==> src/rtl/fp_mul_exp_path.sv <==
// rtl/fp_mul_exp_path.sv - FP multiplier exponent/flag/rounding path, one registered stage.
// Optional input register stage when INPUT_REG_EN is defined (latency 2 instead of 1).

module cmp8 (
    input  logic [7:0] a,
    input  logic [7:0] b,
    output logic       eq,
    output logic       gt,
    output logic       lt
);
    assign eq = (a == b);
    assign gt = (a > b);
    assign lt = (a < b);
endmodule

module add8 (
    input  logic [7:0] a,
    input  logic [7:0] b,
    input  logic       cin,
    output logic [7:0] sum,
    output logic       cout
);
    logic c;

    always_comb begin
        c   = cin;
        sum = 8'd0;
        for (int i = 0; i < 8; i++) begin
            sum[i] = a[i] ^ b[i] ^ c;
            c      = (a[i] & b[i]) | (c & (a[i] ^ b[i]));
        end
        cout = c;
    end
endmodule

module add24 (
    input  logic [23:0] a,
    input  logic [23:0] b,
    input  logic        cin,
    output logic [23:0] sum
);
    assign sum = a + b + {23'd0, cin};
endmodule

module fp_mul_exp_path #(
    parameter logic [7:0] BIAS = 8'd127
) (
    input  logic        clk,
    input  logic        rst_n,
    input  logic        valid_in,
    input  logic [7:0]  ex_a,
    input  logic [7:0]  ex_b,
    input  logic        normalised,
    input  logic [22:0] mant_in,
    input  logic        round_bit,
    output logic        valid_out,
    output logic [8:0]  exponent,
    output logic        exception,
    output logic        zero,
    output logic        overflow,
    output logic        underflow,
    output logic [22:0] mant_out,
    output logic        mant_carry
);
    logic        s_valid;
    logic [7:0]  s_ex_a;
    logic [7:0]  s_ex_b;
    logic        s_norm;
    logic [22:0] s_mant;
    logic        s_round;

`ifdef INPUT_REG_EN
    always_ff @(posedge clk or negedge rst_n) begin
        if (!rst_n) begin
            s_valid <= 1'b0;
            s_ex_a  <= 8'd0;
            s_ex_b  <= 8'd0;
            s_norm  <= 1'b0;
            s_mant  <= 23'd0;
            s_round <= 1'b0;
        end else begin
            s_valid <= valid_in;
            s_ex_a  <= ex_a;
            s_ex_b  <= ex_b;
            s_norm  <= normalised;
            s_mant  <= mant_in;
            s_round <= round_bit;
        end
    end
`else
    assign s_valid = valid_in;
    assign s_ex_a  = ex_a;
    assign s_ex_b  = ex_b;
    assign s_norm  = normalised;
    assign s_mant  = mant_in;
    assign s_round = round_bit;
`endif

    logic [7:0]  sum_lo;
    logic        sum_c;
    logic [8:0]  sum;
    logic [8:0]  adj;
    logic [8:0]  exp_c;
    logic        a_max, b_max, a_min, b_min;
    logic [7:0]  unused_cmp;
    logic        exc_c, zero_c, ovf_c, unf_c;
    logic [23:0] round_sum;

    add8 u_exp_add (.a(s_ex_a), .b(s_ex_b), .cin(1'b0), .sum(sum_lo), .cout(sum_c));

    assign sum   = {sum_c, sum_lo};
    assign adj   = {1'b0, BIAS} - {8'd0, s_norm};
    assign exp_c = sum - adj;

    cmp8 u_cmp_a_max (.a(s_ex_a), .b(8'hFF), .eq(a_max), .gt(unused_cmp[0]), .lt(unused_cmp[1]));
    cmp8 u_cmp_b_max (.a(s_ex_b), .b(8'hFF), .eq(b_max), .gt(unused_cmp[2]), .lt(unused_cmp[3]));
    cmp8 u_cmp_a_min (.a(s_ex_a), .b(8'h00), .eq(a_min), .gt(unused_cmp[4]), .lt(unused_cmp[5]));
    cmp8 u_cmp_b_min (.a(s_ex_b), .b(8'h00), .eq(b_min), .gt(unused_cmp[6]), .lt(unused_cmp[7]));

    // A zero operand suppresses the range flags; exception does not.
    assign exc_c  = a_max | b_max;
    assign zero_c = !exc_c & (a_min | b_min);
    assign ovf_c  = exp_c[8] & !exp_c[7] & !zero_c;
    assign unf_c  = exp_c[8] & exp_c[7] & !zero_c;

    add24 u_round_add (.a({1'b0, s_mant}), .b({23'd0, s_round}), .cin(1'b0), .sum(round_sum));

    always_ff @(posedge clk or negedge rst_n) begin
        if (!rst_n) begin
            valid_out  <= 1'b0;
            exponent   <= 9'd0;
            exception  <= 1'b0;
            zero       <= 1'b0;
            overflow   <= 1'b0;
            underflow  <= 1'b0;
            mant_out   <= 23'd0;
            mant_carry <= 1'b0;
        end else begin
            valid_out  <= s_valid;
            exponent   <= exp_c;
            exception  <= exc_c;
            zero       <= zero_c;
            overflow   <= ovf_c;
            underflow  <= unf_c;
            mant_out   <= round_sum[22:0];
            mant_carry <= round_sum[23];
        end
    end
endmodule

==> config.mk <==
export PLATFORM = sky130hd
export DESIGN_NAME = fp_mul_exp_path
export DESIGN_NICKNAME = d
export VERILOG_FILES = /design/src/rtl/fp_mul_exp_path.sv
export SDC_FILE = /design/constraint.sdc
export NUM_CORES = 1
export LEC_CHECK = 0
export CAP_MARGIN = 20
export CORE_ASPECT_RATIO = 1.75
export CORE_UTILIZATION = 30
export DETAILED_ROUTE_END_ITERATION = 8
export HOLD_SLACK_MARGIN = 0.12
export MAX_ROUTING_LAYER = met4
export PLACE_DENSITY = 0.59
export SETUP_SLACK_MARGIN = 0.3
export SLEW_MARGIN = 20
export SYNTH_ARGS = -nofsm -noshare
export SYNTH_HDL_FRONTEND = slang
export SYNTH_SLANG_ARGS = --single-unit
export TNS_END_PERCENT = 10
==> constraint.sdc <==
create_clock -name clk -period 0.8 [get_ports clk]
set_input_delay 0.24 -clock clk [delete_from_list [all_inputs] [get_ports clk]]
set_output_delay 0.24 -clock clk [all_outputs]
set_load 0.01 [all_outputs]
==> out/results.ini <==
[routing]
via_count=1652
drc=0
drt_iter0_drc=29
first_pass_iters=4
drt_wl_total_um=4711
wl_per_cell_um=12.56
via_per_inst=4.405
antenna_left=0

[floorplanning]
dieArea_um2=6443
pin_count=82
dieWidth_um=61.11
die_h_um=105.4
start_util_pct=31.20
row_count=37
core_um2=5879

[clock_tree]
post_cts_buffers=0
clockRootBuffer=clkbuf_8
clock_sinks=38
cts-buffers-inserted=5
cts_tree=done
cts_max_level=2
clk_path_buf_depth=2
clkTransAtPathRegs_ns=0.07

[synthesis]
synth_nets=209
syn-cell-area_um2=1834
syn_avg_cell_area_um2=11.99
syn_inst=153
ys_types=22
yosysTopAreaCellShare_pct=51.84
synth_area_leader_cell=dfrtp_1
yosysWarnings=0
synth_area_leaders=dfrtp_1, xnor2_1, fa_1
synth_seq_cells=38
synth-seq-area-share_pct=51.84

[sta]
hold_viol=38
setup_slack_ns=-2.441
period_minus_slack_ns=3.241
setup_viol=68
tightest_slew_ns=0.2966
hold_slack_ns=-0.09508
slew_headroom_pct=80.16
period_share_pct=405.2
rsz0062_at_grt=yes
finalMaxSlewViolations=0
fmax_mhz=308.5

[setup_path]
start_kind=primary input
crit_chain=buf_8, ha_4, inv_2, fa_2, fa_2, fa_2, fa_2, fa_2, inv_2, fa_2, fa_2, a31oi_4, xnor2_2, nor3b_2
end_kind=flop
endpoint=underflow
path_delay_family=adder cells
crit_path_start=ex_a[0]
required_ns=1.00
cp.depth=14
crit_arrival_ns=3.45
max_stage_delay_ns=0.49
cp_common_cell=fa_2
slowest_stage=fa_2
crit_fanout=3
worstSetupPathType=in2reg
path_buf_inv=3

[global_routing]
grtUsageTotal_pct=16.60
first_global_vias=1759
grt_pass1_wl_um=7645
grt_max_degree=39
antenna_found_initial=0
grt_overflow_total=0

[layout]
multi_input_area_um2=1066
final_cell_mix=buf_4, dfrtp_1, buf_2, buf_6, dlymetal6s2s_1
fin_area_um2=3422
seq_area_um2=950.9
area_delta_synth_final_pct=86.56
layout_commonest_cell=buf_4
drive_gt1_share_pct=53.20
antenna_cells=0
num-nets-final=352
num-fill-cells=546

[place]
placed_area_um2=3191
io_buffers=81
dpl.hpwl_um=3752
gp_congestion=0.8001

[pwr]
p_leak_uw=0.001678
power_density_nw_per_um2=1599
peakVddDrop_mv=0.8986

[flow_run]
maxCapViolCount=0

[outcome]
violations=hold timing, setup timing
status=finished with violations

[worst_hold_path]
min_path_type=in2async

[area by class of cell]
type                    instances  area share [%]
multi-input cells              97           31.15
inverters                      18           2.048
clock buffers                   7           2.230
clock inverters                 1          0.8775
repair buffers                136           33.05
flip-flops and latches         38           27.79
well taps                      78           2.852
[repair_timing]
| item | 4_1_cts | 5_1_grt |
|---|---|---|
| endpoints found under the setup margin | 75 | 75 |
| pin swaps | 17 | 13 |
| resized for setup | 213 | 54 |
| endpoints found under the hold margin | 38 | 38 |
[cell usage after synthesis]
master	number
nand3_1	9
nand4_4	2
and4_1	2
nor3b_1	2
a211oi_1	1
dfrtp_1	38
xor2_1	8
a31oi_1	1
ha_1	5
and3_1	4
or2_2	1
inv_1	18
nor4_1	5
nor3_1	1
nand2b_1	1
xnor2_1	19
nand4_1	8
o31a_1	1
nor4_4	2
fa_1	7
nor2_1	8
nand2_1	10
[worst min path at each step]
stage | start | end | slack, ns | cells past startpoint
after floorplan | rst_n | exception | -0.06 | 0
after global placement | rst_n | mant_out[5] | 0.22 | 2
final | rst_n | mant_out[5] | -0.1 | 2
after detailed placement | rst_n | mant_out[5] | 0.22 | 2
after CTS | rst_n | mant_out[5] | -0.08 | 2
after global routing | rst_n | mant_out[7] | -0.08 | 2
[cell families (layout without fill, tap and decap cells)]
kind of cell	count (synthesis)	after routing	share of synthesized area [%]
compound gates	3	3	1.228
xor+xnor	27	27	12.89
fa+ha+maj	12	12	11.05
buf+inv	18	162	3.683
flops	38	38	51.84
simple gates	55	55	19.30
[metrics by stage]
step                      cells  setup TNS, ns  util, %  total power [µW]  setup slack (ns)
after floorplan             153         -25.62        -              2760            -2.510
after global placement      367         -59.75    54.27              3870            -3.165
after detailed placement    367         -60.36    54.27              3886            -3.217
after CTS                   375         -38.24    55.29              5395            -2.507
after global routing        375         -32.15    58.20              5759            -2.514
final                       375         -29.45    58.20              5471            -2.441
[state kept, by name, summed over array words and instances (netlist names)]
name        cells
underflow       1
zero            1
exponent        9
exception       1
overflow        1
mant_carry      1
mant_out       23
valid_out       1
[power by group]
part           leakage [µW]  switching, µW  internal (µW)
combinational       0.00117            760            954
sequential         0.000452           63.5           2140
clock             0.0000524            624            933
total               0.00168           1450           4020
[metal layers]
layer / wire length [µm] / track usage, %
met1: 1405 / 14.31
met2: 2856 / 31.37
met3: 357 / 4.785
met4: 91 / 6.006
met5: 0 / -
(Power assumes the default switching activity.)
